## src/rtl/gb_bus_responder_if.sv

```systemverilog
// CPU-side bus and external memory port of the Game Boy bus responder.
// The responder connects through the slave modport; a CPU/memory model uses master.
interface gb_bus_responder_if;
    logic [1:0]  bus_op_i;
    logic [15:0] addr_i;
    logic [7:0]  dout_i;
    logic [7:0]  din_o;
    logic        ready_o;
    logic        fetch_o;
    logic        mem_req_o;
    logic        mem_we_o;
    logic [15:0] mem_addr_o;
    logic [7:0]  mem_wdata_o;
    logic [7:0]  mem_rdata_i;
    logic        mem_ack_i;

    modport slave (
        input  bus_op_i, addr_i, dout_i, mem_rdata_i, mem_ack_i,
        output din_o, ready_o, fetch_o, mem_req_o, mem_we_o, mem_addr_o, mem_wdata_o
    );

    modport master (
        output bus_op_i, addr_i, dout_i, mem_rdata_i, mem_ack_i,
        input  din_o, ready_o, fetch_o, mem_req_o, mem_we_o, mem_addr_o, mem_wdata_o
    );
endinterface

```

## src/rtl/gb_bus_responder.sv

```systemverilog
// Game Boy CPU bus responder: runs T1-T2-T3-(WAIT)-T4 M-cycles, serves IE and HRAM
// internally and forwards everything else to an external ack-based memory port.
module gb_bus_responder #(
    parameter int TIMEOUT = 15,
    parameter bit HRAM_EN = 1'b1
) (
    input  logic              clk,
    input  logic              reset,
    gb_bus_responder_if.slave bus,
    output logic              timeout_o,
    output logic [7:0]        ie_o
);
    localparam logic [1:0] OP_IDLE   = 2'd0;
    localparam logic [1:0] OP_IF     = 2'd1;
    localparam logic [1:0] OP_WRITE  = 2'd2;
    localparam logic [1:0] OP_READ   = 2'd3;
    localparam logic [7:0] WAIT_LAST = 8'(TIMEOUT - 1);

    typedef enum logic [2:0] {
        S_IDLE = 3'd0, S_T1 = 3'd1, S_T2 = 3'd2, S_T3 = 3'd3, S_WAIT = 3'd4, S_T4 = 3'd5
    } state_t;

    state_t      state_r, state_s;
    logic [1:0]  op_r, op_s;
    logic [15:0] addr_r, addr_s;
    logic [7:0]  wdata_r, wdata_s;
    logic [7:0]  wait_cnt_r, wait_cnt_s;
    logic [7:0]  rdata_r, rdata_s;
    logic [7:0]  din_r, din_s;
    logic        ready_r, ready_s;
    logic        fetch_r, fetch_s;
    logic        timeout_r, timeout_s;
    logic [7:0]  ie_r, ie_s;
    logic        mem_req_r, mem_req_s;
    logic        mem_we_r, mem_we_s;
    logic [15:0] mem_addr_r, mem_addr_s;
    logic [7:0]  mem_wdata_r, mem_wdata_s;

    logic        ack_hit_s, ie_hit_s, hram_hit_s, is_read_s;
    logic [7:0]  hram_rd_s;
    logic [7:0]  hram [0:126];

    assign ie_hit_s   = (addr_r == 16'hFFFF);
    assign hram_hit_s = HRAM_EN && (addr_r >= 16'hFF80) && (addr_r <= 16'hFFFE);
    assign is_read_s  = (op_r == OP_READ) || (op_r == OP_IF);
    assign hram_rd_s  = hram[addr_r[6:0]];
    // mem_req_r is only high between T2 entry and ack/timeout, so it gates stray acks
    assign ack_hit_s  = mem_req_r && bus.mem_ack_i &&
                        ((state_r == S_T2) || (state_r == S_T3) || (state_r == S_WAIT));

    // Next-state and next-output logic for the M-cycle sequencer
    always_comb begin
        state_s     = state_r;
        op_s        = op_r;
        addr_s      = addr_r;
        wdata_s     = wdata_r;
        wait_cnt_s  = wait_cnt_r;
        din_s       = din_r;
        timeout_s   = timeout_r;
        ie_s        = ie_r;
        mem_req_s   = mem_req_r;
        mem_we_s    = mem_we_r;
        mem_addr_s  = mem_addr_r;
        mem_wdata_s = mem_wdata_r;
        ready_s     = 1'b0;
        fetch_s     = 1'b0;

        if (ack_hit_s) begin
            mem_req_s = 1'b0;
            mem_we_s  = 1'b0;
            rdata_s   = bus.mem_rdata_i;
        end else begin
            rdata_s   = rdata_r;
        end

        case (state_r)
            S_IDLE, S_T4: begin
                if (bus.bus_op_i != OP_IDLE) begin
                    state_s = S_T1;
                    op_s    = bus.bus_op_i;
                    addr_s  = bus.addr_i;
                    wdata_s = bus.dout_i;
                end else begin
                    state_s = S_IDLE;
                end
            end
            S_T1: begin
                state_s    = S_T2;
                wait_cnt_s = 8'd0;
                if (!ie_hit_s && !hram_hit_s) begin
                    mem_req_s   = 1'b1;
                    mem_we_s    = (op_r == OP_WRITE);
                    mem_addr_s  = addr_r;
                    mem_wdata_s = wdata_r;
                end else begin
                    mem_req_s   = 1'b0;
                end
            end
            S_T2: begin
                state_s = S_T3;
            end
            S_T3: begin
                if (!ie_hit_s && !hram_hit_s) begin
                    if (ack_hit_s || !mem_req_r) begin
                        state_s = S_T4;
                    end else begin
                        state_s = S_WAIT;
                    end
                end else begin
                    state_s = S_T4;
                    if (is_read_s) begin
                        rdata_s = ie_hit_s ? ie_r : hram_rd_s;
                    end else if (ie_hit_s) begin
                        ie_s = wdata_r;
                    end else begin
                        ie_s = ie_r;
                    end
                end
            end
            S_WAIT: begin
                if (ack_hit_s) begin
                    state_s = S_T4;
                end else if (wait_cnt_r == WAIT_LAST) begin
                    state_s   = S_T4;
                    mem_req_s = 1'b0;
                    mem_we_s  = 1'b0;
                    timeout_s = 1'b1;
                    rdata_s   = 8'hFF;
                end else begin
                    wait_cnt_s = wait_cnt_r + 8'd1;
                end
            end
            default: begin
                state_s = S_IDLE;
            end
        endcase

        ready_s = (state_s == S_T4);
        fetch_s = (state_s != S_IDLE) && (op_s == OP_IF);
        if (ready_s && is_read_s) begin
            din_s = rdata_s;
        end else begin
            din_s = din_r;
        end
    end

    // State register and registered outputs
    always_ff @(posedge clk) begin
        if (reset) begin
            state_r     <= S_IDLE;
            op_r        <= OP_IDLE;
            addr_r      <= 16'h0000;
            wdata_r     <= 8'h00;
            wait_cnt_r  <= 8'd0;
            rdata_r     <= 8'hFF;
            din_r       <= 8'hFF;
            ready_r     <= 1'b0;
            fetch_r     <= 1'b0;
            timeout_r   <= 1'b0;
            ie_r        <= 8'h00;
            mem_req_r   <= 1'b0;
            mem_we_r    <= 1'b0;
            mem_addr_r  <= 16'h0000;
            mem_wdata_r <= 8'h00;
        end else begin
            state_r     <= state_s;
            op_r        <= op_s;
            addr_r      <= addr_s;
            wdata_r     <= wdata_s;
            wait_cnt_r  <= wait_cnt_s;
            rdata_r     <= rdata_s;
            din_r       <= din_s;
            ready_r     <= ready_s;
            fetch_r     <= fetch_s;
            timeout_r   <= timeout_s;
            ie_r        <= ie_s;
            mem_req_r   <= mem_req_s;
            mem_we_r    <= mem_we_s;
            mem_addr_r  <= mem_addr_s;
            mem_wdata_r <= mem_wdata_s;
        end
    end

    // HRAM write port; deliberately not reset so contents survive an aborted M-cycle
    always_ff @(posedge clk) begin
        if (!reset && (state_r == S_T3) && hram_hit_s && (op_r == OP_WRITE)) begin
            hram[addr_r[6:0]] <= wdata_r;
        end
    end

    assign bus.din_o       = din_r;
    assign bus.ready_o     = ready_r;
    assign bus.fetch_o     = fetch_r;
    assign bus.mem_req_o   = mem_req_r;
    assign bus.mem_we_o    = mem_we_r;
    assign bus.mem_addr_o  = mem_addr_r;
    assign bus.mem_wdata_o = mem_wdata_r;
    assign timeout_o       = timeout_r;
    assign ie_o            = ie_r;
endmodule
```

## src/flat_wrapper.sv

```systemverilog
// flat-port wrapper written by rule: the top's interface ports become plain ports
module gb_bus_responder_flat 
#(
    parameter int TIMEOUT = 15,
    parameter bit HRAM_EN = 1'b1
)
  (clk, reset, timeout_o, ie_o, bus_bus_op_i, bus_addr_i, bus_dout_i, bus_mem_rdata_i, bus_mem_ack_i, bus_din_o, bus_ready_o, bus_fetch_o, bus_mem_req_o, bus_mem_we_o, bus_mem_addr_o, bus_mem_wdata_o);
  gb_bus_responder_if bus_i ();
  input  logic clk;
  input  logic reset;
  output logic timeout_o;
  output logic [7:0] ie_o;
  input wire logic [$bits(bus_i.bus_op_i)-1:0] bus_bus_op_i;
  input wire logic [$bits(bus_i.addr_i)-1:0] bus_addr_i;
  input wire logic [$bits(bus_i.dout_i)-1:0] bus_dout_i;
  input wire logic [$bits(bus_i.mem_rdata_i)-1:0] bus_mem_rdata_i;
  input wire logic [$bits(bus_i.mem_ack_i)-1:0] bus_mem_ack_i;
  output wire logic [$bits(bus_i.din_o)-1:0] bus_din_o;
  output wire logic [$bits(bus_i.ready_o)-1:0] bus_ready_o;
  output wire logic [$bits(bus_i.fetch_o)-1:0] bus_fetch_o;
  output wire logic [$bits(bus_i.mem_req_o)-1:0] bus_mem_req_o;
  output wire logic [$bits(bus_i.mem_we_o)-1:0] bus_mem_we_o;
  output wire logic [$bits(bus_i.mem_addr_o)-1:0] bus_mem_addr_o;
  output wire logic [$bits(bus_i.mem_wdata_o)-1:0] bus_mem_wdata_o;
  assign bus_i.bus_op_i = bus_bus_op_i;
  assign bus_i.addr_i = bus_addr_i;
  assign bus_i.dout_i = bus_dout_i;
  assign bus_i.mem_rdata_i = bus_mem_rdata_i;
  assign bus_i.mem_ack_i = bus_mem_ack_i;
  assign bus_din_o = bus_i.din_o;
  assign bus_ready_o = bus_i.ready_o;
  assign bus_fetch_o = bus_i.fetch_o;
  assign bus_mem_req_o = bus_i.mem_req_o;
  assign bus_mem_we_o = bus_i.mem_we_o;
  assign bus_mem_addr_o = bus_i.mem_addr_o;
  assign bus_mem_wdata_o = bus_i.mem_wdata_o;
  gb_bus_responder #(.TIMEOUT(TIMEOUT), .HRAM_EN(HRAM_EN)) u_core (.clk(clk), .reset(reset), .bus(bus_i), .timeout_o(timeout_o), .ie_o(ie_o));
endmodule
```

## config.mk

```make
export PLATFORM = sky130hd
export DESIGN_NAME = gb_bus_responder_flat
export DESIGN_NICKNAME = d
export VERILOG_FILES = /design/src/rtl/gb_bus_responder_if.sv /design/src/rtl/gb_bus_responder.sv /design/src/flat_wrapper.sv
export SDC_FILE = /design/constraint.sdc
export NUM_CORES = 1
export LEC_CHECK = 0
export CORE_MARGIN = 2
export CORE_UTILIZATION = 26
export CTS_CLUSTER_SIZE = 16
export DETAILED_ROUTE_END_ITERATION = 6
export DONT_BUFFER_PORTS = 1
export PLACE_DENSITY = 0.4
export SKIP_CTS_REPAIR_TIMING = 1
export SLEW_MARGIN = 5
export SYNTH_ARGS = -nofsm -noshare
export SYNTH_HDL_FRONTEND = slang
export SYNTH_SLANG_ARGS = --single-unit
```

## constraint.sdc

```tcl
create_clock -name clk -period 5.4 [get_ports clk]
set_clock_uncertainty 0.15 [all_clocks]
set_input_delay 0.54 -clock clk [delete_from_list [all_inputs] [get_ports clk]]
set_output_delay 0.54 -clock clk [all_outputs]
set_load 0.01 [all_outputs]
```

==> results by group <==
Status
  – Outcome: complete, but fails checks
  – Failing checks: negative hold slack

Global route
  – Initial antenna violation count: 6
  – Total track usage: 0.1478
  – Largest net degree at the start of global routing: 112
  – Number of global-route vias before repair: 22400
  – Global-route wire length before repair: 178700 µm
  – GRT overflow: 0

Die
  – Rows: 149
  – Ports: 82
  – Core Area: 0.1654 mm²
  – Die X: 412.6 µm
  – Starting Density: 0.2626
  – Die height: 412.6 µm
  – Die area: 0.1703 mm²

Setup path
  – CP Class: reg2reg
  – Crit start category: flop
  – Worst Path Arrival: 4490 ps
  – Critical path fanouts, max: 17
  – Required @ worst endpoint: 5590 ps
  – Setup crit end kind: flop

Timing
  – Peak Freq: 232.8 MHz
  – Final Hold Viols: 5
  – Slew margin rel.: 0.2110
  – Worst hold slack: -9.456 ps
  – # setup viols final: 0
  – Fin. max-slew vios: 0
  – Setup TNS: 0 ps
  – Worst-Margin Slew: 1182 ps
  – Period utilization: 0.7953
  – RSZ-0062 raised after global routing: false
  – Fin crit period: 4295 ps

Synth
  – Post-synth top area cell: edfxtp_1
  – Syn Std Cell Area: 0.04342 mm²
  – Syn Inst Count: 2232
  – Avg Synthesized Cell Area: 19.45 µm²
  – Yosys warning total: 0
  – Top cell type's share of synthesized area: 0.7027
  – Synth cell types: 69
  – Syn Nets: 2271
  – Synth cell count leaders: edfxtp_1 (1016), mux4_2 (276), nor2_1 (168), nand2_1 (156), dfxtp_1 (97)
  – Number of flops mapped to enable cells by yosys: 1016
  – Most frequent cell after synthesis: edfxtp_1
  – Post-synthesis sequential area ratio: 0.7474
  – #FFs+latches synth: 1113
  – Async SR Flop Fraction: 0
  – Most common flop cell mapped by yosys: edfxtp_1
  – Main area contributors after synthesis: edfxtp_1 (70%), mux4_2 (14%), dfxtp_1 (4.5%)

Placed design
  – # port buffers: 0
  – Post-DP HPWL: 76870 µm
  – Final GP Congestion: 0.7979
  – Dpl cells: 4343

Power and ir drop
  – Design Power: 22.53 mW
  – P per Cell Area: 449.6 mW/mm²
  – P_leak: 15.07 nW
  – Peak VDD IR: 245.1 µV

Routing
  – Mean number of vias per cell: 4.774
  – Routed WL per cell: 27.74 µm
  – DRT Wirelength: 127400 µm
  – DR iter-0 viols: 2217
  – DRC Markers: 0
  – Via count: 21929
  – Drt first pass iters: 6
  – ANT nets after route: 0

Clocking
  – Clock root buffer: clkbuf_16
  – Clock buffers created by TritonCTS: 116
  – Worst-path clk slew: 60 ps
  – CTS tree: yes
  – Clock buffer depth: 3
  – CTS Sinks: 1113
  – Clk Latency, worst-skew pair: 730 ps
  – H-tree depth: 3

Run
  – MaxCap Viol Count: 0

Finish
  – Finished Layout Cells: 4593
  – Layout area overhead: 15.43%
  – # nets final: 2345
  – Layout cell share with drive strength beyond 1: 0.2206

Hold path
  – Worst hold-check path type: in2reg
## sequential cells by signal, summed over array words and instances (netlist names), 2 cells and up, named ones only
signal and flops:
u_core.bus.din_o 8, u_core.state_r 3, u_core.wait_cnt_r 8, u_core.wdata_r 8, u_core.bus.mem_addr_o 16, u_core.rdata_r 8
u_core.bus.mem_wdata_o 8, u_core.ie_o 8, u_core.addr_r 16, u_core.hram 1016, u_core.op_r 2
## logic make-up (layout without fill, tap and decap cells)
kind of cell	count (synthesis)	after routing	share of synthesized area
adders and majority gates	2	2	0.0005763
other	0	2	0
DFF	1113	1113	0.7474
muxes	335	335	0.1586
buffers and inverters	135	305	0.01801
and+or+nand+nor	439	439	0.04429
AOI/OAI and AO/OA	201	201	0.02971
xor gates and xnor gates	7	7	0.001412
## where the power goes
group | switching [mW] | internal, mW
Sequential | 0.626 | 10.0
Clock | 3.39 | 4.51
Combinational | 2.48 | 1.51
Total | 6.49 | 16.0
## metal layers
layer / part of all wire / wire, µm / track usage / vias to the layer above
li1: - / - / - / 9205
met1: 0.46 / 58250 / 0.2102 / 11872
met2: 0.47 / 59670 / 0.2344 / 716
met3: 0.055 / 7054 / 0.02497 / 136
met4: 0.019 / 2443 / 0.03731 / 0
met5: 0 / 0 / 0 / -
## path summary, 6_finish.rpt
kind                                       start                                endpoint  slack [ps]  cells after the start
hold / removal                             reset       u_core.wait_cnt_r[5]$_SDFFE_PP0P_          -9                      2
setup reg to reg    u_core.state_r[1]$_SDFF_PP0_            u_core.hram[36][6]$_DFFE_PP_        1110                      6
setup / recovery    u_core.state_r[1]$_SDFF_PP0_            u_core.hram[36][6]$_DFFE_PP_        1110                      6
hold reg to reg   u_core.addr_r[15]$_SDFFE_PP0P_  u_core.bus.mem_addr_o[15]$_SDFFE_PP0P_         320                      2
## layout by cell type, fill, tap and decap left out, types with 19 or more instances in the layout
cell / Yosys / layout
mux4_2: 276 / 276
clkbuf_16: 0 / 118
nand3_1: 25 / 25
nand2_1: 156 / 150
edfxtp_1: 1016 / 1016
clkinv_2: 0 / 21
nor2b_1: 20 / 19
clkinv_1: 1 / 19
clkbuf_1: 53 / 30
dfxtp_1: 97 / 84
dlygate4sd3_1: 0 / 33
nor2_1: 168 / 167
mux2i_1: 45 / 45
buf_4: 17 / 32
a21oi_1: 82 / 82
a22oi_1: 32 / 32
## per-stage QoR
step / area [µm²] / hold WS (ps) / setup WS (ps) / util
6_report: 50120 / -9.456 / 1105 / 0.3031
5_1_grt: 50110 / 0.2893 / 806.9 / 0.3031
4_1_cts: 49750 / -330.9 / 1061 / 0.3009
3_5_place_dp: 46050 / 308.9 / 1087 / 0.2785
3_3_place_gp: 46050 / 304.8 / 1198 / 0.2785
2_1_floorplan: 43420 / 294.9 / 2467 / -
## critical path, stage by stage (launching register included)
cell	delay (ps)
dfxtp_1	720
nor2b_1	370
nand2_1	160
or4b_1	570
nor2_1	360
nand2_2	700
nor2_1	850
## final cells by class
| cell class | instances | area (µm²) |
|---|---|---|
| clock buffer | 154 | 3148 |
| sequential | 1113 | 32500 |
| timing repair buffer | 82 | 918.4 |
| multi-input combinational | 984 | 10220 |
| tap | 2189 | 2739 |
| inverter | 9 | 33.78 |
| clock inverter | 60 | 553.0 |
| antenna | 2 | 5.005 |
| fill | 15938 | 115200 |
Note: power is estimated with default switching activity, not from simulation.
